==> config.mk <==
export PLATFORM = sky130hd
export DESIGN_NAME = filter_ctrl
export DESIGN_NICKNAME = d
export VERILOG_FILES = /design/src/rtl/filter_ctrl.sv
export SDC_FILE = /design/constraint.sdc
export NUM_CORES = 1
export LEC_CHECK = 0
export CAP_MARGIN = 20
export CORE_MARGIN = 2
export CORE_UTILIZATION = 46
export CTS_CLUSTER_SIZE = 28
export DETAILED_ROUTE_END_ITERATION = 8
export PLACE_DENSITY = 0.9
export SETUP_SLACK_MARGIN = 0.3
export SLEW_MARGIN = 40
export SYNTH_ARGS = -nofsm -noshare
export SYNTH_HDL_FRONTEND = slang
export SYNTH_SLANG_ARGS = --single-unit
==> constraint.sdc <==
create_clock -name clk -period 3 [get_ports clk]
set_clock_uncertainty 0.15 [all_clocks]
set_input_delay 0.6 -clock clk [delete_from_list [all_inputs] [get_ports clk]]
set_output_delay 0.6 -clock clk [all_outputs]
set_load 0.02 [all_outputs]
==> src/rtl/filter_ctrl.sv <==
// filter_ctrl: sequences one pixel pair at a time through a fixed-latency filter core (or bypasses it) and tags output beats with end-of-line/end-of-frame
module filter_ctrl #(
  parameter int N   = 8,
  parameter int W   = 640,
  parameter int H   = 480,
  parameter int LAT = 8
) (
  input  logic           clk,
  input  logic           rst_n,
  input  logic           en,
  input  logic           in_valid,
  output logic           in_ready,
  input  logic [N-1:0]   in_a,
  input  logic [N-1:0]   in_b,
  output logic           flt_act,
  output logic [N-1:0]   flt_a,
  output logic [N-1:0]   flt_b,
  input  logic [2*N-1:0] flt_result,
  input  logic [N-1:0]   flt_ci,
  output logic           out_valid,
  input  logic           out_ready,
  output logic [2*N-1:0] out_data,
  output logic [N-1:0]   out_ci,
  output logic           out_eol,
  output logic           out_eof
);
  localparam int CW = $clog2(LAT + 1);
  localparam int XW = $clog2(W + 1);
  localparam int YW = $clog2(H + 1);
  typedef enum logic [1:0] {IDLE, ISSUE, WAIT, HOLD} state_t;
  state_t state_q, state_d;
  logic [CW-1:0] cnt_q, cnt_d;
  logic [XW-1:0] col_q, col_d;
  logic [YW-1:0] row_q, row_d;
  logic [N-1:0] a_q, a_d, b_q, b_d, ci_q, ci_d;
  logic [2*N-1:0] data_q, data_d;
  logic hs, last_col, last_row;
  always_comb begin
    state_d  = state_q;
    cnt_d    = cnt_q;
    a_d      = a_q;
    b_d      = b_q;
    data_d   = data_q;
    ci_d     = ci_q;
    hs       = state_q == HOLD && out_ready;
    last_col = col_q == XW'(W - 1);
    last_row = row_q == YW'(H - 1);
    col_d    = hs ? (last_col ? '0 : col_q + 1'b1) : col_q;
    row_d    = hs && last_col ? (last_row ? '0 : row_q + 1'b1) : row_q;
    case (state_q)
      IDLE: begin
        if (in_valid && en) begin
          a_d     = in_a;
          b_d     = in_b;
          state_d = ISSUE;
        end else if (in_valid) begin
          data_d  = {{N{1'b0}}, in_a};
          ci_d    = '0;
          state_d = HOLD;
        end
      end
      ISSUE: begin
        cnt_d   = CW'(LAT - 1);
        state_d = WAIT;
      end
      WAIT: begin
        if (cnt_q == '0) begin
          data_d  = flt_result;
          ci_d    = flt_ci;
          state_d = HOLD;
        end else begin
          cnt_d = cnt_q - 1'b1;
        end
      end
      HOLD: state_d = out_ready ? IDLE : HOLD;
      default: state_d = IDLE;
    endcase
  end
  always_ff @(posedge clk or negedge rst_n) begin
    if (!rst_n) begin
      state_q <= IDLE;
      cnt_q   <= '0;
      col_q   <= '0;
      row_q   <= '0;
      a_q     <= '0;
      b_q     <= '0;
      data_q  <= '0;
      ci_q    <= '0;
    end else begin
      state_q <= state_d;
      cnt_q   <= cnt_d;
      col_q   <= col_d;
      row_q   <= row_d;
      a_q     <= a_d;
      b_q     <= b_d;
      data_q  <= data_d;
      ci_q    <= ci_d;
    end
  end
  assign in_ready  = state_q == IDLE;
  assign flt_act   = state_q == ISSUE;
  assign out_valid = state_q == HOLD;
  assign flt_a     = a_q;
  assign flt_b     = b_q;
  assign out_data  = data_q;
  assign out_ci    = ci_q;
  assign out_eol   = out_valid && last_col;
  assign out_eof   = out_valid && last_col && last_row;
endmodule

After elaboration in Yosys (flattened, before gate mapping):

Cells that the tools add are included.

* bits in registers: 65
* bits of input ports: 45
* word-level logic and storage cells: 51

* $add $sub $neg: 3
* eq/ne operators: 10
* muxes and demuxes: 17
* reductions and logical operators: 13

Operator list (number)
* two-way mux 16 bit: 3
* case mux 16 bit (2 select lines): 1
* two-way mux 8 bit: 3
* case mux 8 bit (2 select lines): 1
* adder 10 x 1 -> 10 bit, second input constant: 1
* equality test 10 bit, second input constant: 1
* two-way mux 10 bit: 1
* adder 9 x 1 -> 9 bit, second input constant: 1
* equality test 9 bit, second input constant: 1
* two-way mux 9 bit: 1
* two-way mux 2 bit: 4
* inequality test 2 bit, second input constant: 4
* case mux 2 bit (4 select lines): 1
* case mux 4 bit (2 select lines): 1
* AND reduction 2 bit: 3
* logical AND 1 bit: 5
* equality test 2 bit, second input constant: 2
* logical NOT 4 bit: 1
* two-way mux 4 bit: 1
* AND reduction 4 bit: 1
* nonzero test 2 bit: 2
* subtractor 4 x 1 -> 4 bit, second input constant: 1
* inequality test 3 x 2 -> 1 bit, second input constant: 1
* equality test 2 x 1 -> 1 bit, second input constant: 1
* logical NOT 2 bit: 1

Logic depth before layout (Yosys ltp):

* depth after elaboration: 3
* mapped depth: 8

Worst setup path before layout:

OpenSTA, ideal clock, no wires.

* path kind: register -> output
* start point: register row_q[0]
* end point: output out_eof
* arrival time: 1475 ps
* data required time: 2250 ps
* path slack: 775 ps
* cell stages (with the launch flop): 6
* buffers on the path: 1
* cell sequence: dfrtp_1 > ha_1 > nand2_1 > or4_1 > clkbuf_1 > nor2_1

* word-level cells in the longest chain between the ends: 2

Ends and longest elaborated chain
* start: declaration: line 34 `logic [YW-1:0] row_q, row_d;`
* start signal: assignment: line 93 `row_q <= row_d;`
* equality test 9 bit: line 47 `last_row = row_q == YW'(H - 1);`
* logical AND 1 bit: line 108 `assign out_eof = out_valid && last_col && last_row;`
* end: declaration: line 25 `output logic out_eof`

Every way passes these cells.

Worst setup path after layout:

* start point: register state_q[0]
* end point: output flt_act

* word-level cells in the longest chain between the ends: 1

Ends and longest elaborated chain
* start: declaration: line 31 `state_t state_q, state_d;`
* start signal: assignment: line 90 `state_q <= state_d;`
* equality test 2 x 1 -> 1 bit: line 101 `assign flt_act = state_q == ISSUE;`
* end: declaration: line 15 `output logic flt_act,`

Every way passes these cells.

==> out/qor.yml <==
routing:
  drt-initial-drc-count: 67
  wl_per_cell_um: 15.0
  routed_via_density: 5.27
  drc: 0
  firstDrtPassIters: 5
  vias: 2186
  wl_mm: 6.21
  ant_nets: 0
critical_path:
  crit_type: "register to primary output"
  end_kind: "primary output"
  slowest_delay_ns: 0.66
  cp_cell_sequence: "nor2b_1, clkdlybuf4s50_1"
  path_buf_inv: 1
  slowest_stage: "clkdlybuf4s50_1"
  timing.rr.start: "cnt_q[0]"
  cp.required_ns: 2.25
  critPathLaunch: "state_q[0]"
  worstSetupStartpointType: "register"
  crit_fanout: 13
  arrival_ns: 1.82
  cp_top_family: "buffers and inverters"
finish:
  drive_gt1_share_pct: 18.8
  nets: 383
  diodes: 0
  area_delta_synth_final_pct: 39.0
  fillerInstances: 430
yosys:
  synth.area.top_cells: "dfrtp_1, mux2_2, a22o_1"
  async_flop_share_pct: 100
  synth_commonest_cells: "dfrtp_1, mux2_2, a22o_1"
  ys_ff_latch: 65
  synth_ff_type: "dfrtp_1"
  synth_edf_count: 0
  syn-instance-count: 237
  synth_area_um2: 2900
  syn_avg_cell_area_um2: 12.2
  yosysTopAreaCell: "dfrtp_1"
  synth_warnings: 0
  synth.distinct_cells: 41
  yosysSeqAreaShare_pct: 56.1
  synth_most_common_cell: "dfrtp_1"
  syn-num-nets: 285
  synth_top_area_share_pct: 56.1
sta:
  tns_ns: 0
  hold_slack_ns: 0.0706
  rsz0062_at_grt: "no"
  post-route-min-period_ns: 2.57
  finalSetupViolations: 0
  setup_ws_ns: 0.427
  drv_slew: 0
  slew-limit-headroom_pct: 57.8
  hold_viol: 0
  finalCritPeriodShare_pct: 85.8
  worst_pin_slew_ns: 0.632
  fmax_mhz: 389
clock_network:
  ctsHtreeMaxLevel: 3
  clk_latency_ns: 0.33
  clock-sinks: 65
  tritoncts: "built"
  cts-buffers-inserted: 9
  cts.repair.resized: 3
  clkTransAtPathRegs_ns: 0.07
  cts-hold-fix-buffers: 0
  cts_buffer_depth: 2
  cts-root-buf: "clkbuf_8"
  post-cts-setup-buffers: 0
global_routing:
  grt_pass1_wl_mm: 10.7
  grt_usage_pct: 19.0
  grt_start_max_net_pins: 26
  antenna_found_initial: 0
  grt_pass1_vias: 2243
  gr-total-overflow: 0
placed_design:
  dp_hpwl_mm: 4.56
  place.port_buffers: 89
  gp_congestion: 0.765
  place_ws_ns: 0.312
status:
  status: "finished clean"
power_and_ir_drop:
  p_sw_share_pct: 36.0
  p_leak_uw: 0.00180
  ir_drop_uv: 584
  power_uw: 3970
  p_int_uw: 2540
  pwr-share-comb_pct: 48.5
  p_clk_share_pct: 15.0
  p_seq_share_pct: 36.5
  switching_power_uw: 1430
  power_per_cell_area_nw_per_um2: 986
die:
  dieHeight_um: 83.4
  io_pins: 90
  die_area_um2: 6950
  die_width_um: 83.4
  core-area_um2: 5990
  start_util_pct: 48.4
  num_rows: 28
run:
  cap_violations: 0
hold_path:
  hp-class: "primary input to asynchronous set/reset pin"
## metal layers
metal  wire length [um]  track usage (%)
met1               2740             23.8
met2               3110             31.6
met3                312             6.46
met4                 53             4.92
met5                  0                0
## layout by cell type, fill, tap and decap left out, types with 4 or more instances in the layout
| cell type | instances |
|---|---|
| a21oi_1 | 10 |
| a22o_1 | 16 |
| and3_1 | 6 |
| buf_4 | 8 |
| clkbuf_8 | 9 |
| clkdlybuf4s50_1 | 86 |
| clkinv_2 | 4 |
| dfrtp_1 | 65 |
| inv_1 | 12 |
| mux2_2 | 28 |
| mux2_4 | 4 |
| mux2i_1 | 4 |
| nand2_1 | 14 |
| nand3_1 | 6 |
| nand4_1 | 6 |
| nor2_1 | 8 |
| nor3_1 | 5 |
| o21ai_0 | 5 |
| xnor2_1 | 5 |
## cell families after synthesis
kind of cell / after synthesis / share of synthesized area [%]
mux: 36 / 14.3
xor+xnor: 8 / 2.42
compound gates: 39 / 9.54
fa+ha+maj: 3 / 1.30
simple gates: 64 / 12.4
flops: 65 / 56.1
buf+inv: 22 / 3.84
## state kept, by name, indices dropped and copies added, names as in the netlist
name      flops
out_ci        8
col_q        10
cnt_q         4
out_data     16
state_q       2
flt_b         8
flt_a         8
row_q         9
## worst paths after layout
kind	endpoint	slack, ns	cells past startpoint
worst max-delay path	flt_act	0.43	2
min in group clk	col_q[6]	0.32	1
max in group asynchronous	out_data[4]	1.93	2
worst min register to register	col_q[6]	0.32	1
worst min-delay path	row_q[5]	0.07	1
worst max register to register	out_data[4]	0.66	7
## worst reg2reg max path, cell delays in order (launching register included)
cell	delay (ns)
dfrtp_1	0.41
inv_1	0.07
ha_1	0.16
inv_1	0.05
o31a_1	0.30
or3_1	0.50
buf_4	0.27
mux2_4	0.31
## power groups by stage
stage	Combinational, uW	Clock, uW	Sequential [uW]
global route	2060	659	1510
detailed placement	1940	0	1460
floorplan	870	0	1730
global placement	1890	0	1440
finish	1930	595	1450
CTS	1950	614	1450
## stage by stage
stage | instance area, um^2 | instances | util [%]
4_1_cts | 4030 | 415 | 67.3
2_1_floorplan | 2900 | 237 | -
3_3_place_gp | 3870 | 399 | 64.6
6_report | 4030 | 415 | 67.3
3_5_place_dp | 3870 | 399 | 64.7
5_1_grt | 4030 | 415 | 67.3
## area by class of cell
type / instances / area [um^2] / share of cell area (%)
clock inverter: 4 / 20.0 / 0.497
inverter: 12 / 45.0 / 1.12
timing repair buffer: 97 / 936 / 23.2
multi-input combinational: 150 / 1170 / 29.1
tap: 75 / 93.8 / 2.33
sequential: 65 / 1630 / 40.4
clock buffer: 12 / 135 / 3.35
No activity file was read; power rests on OpenSTA's default activity.
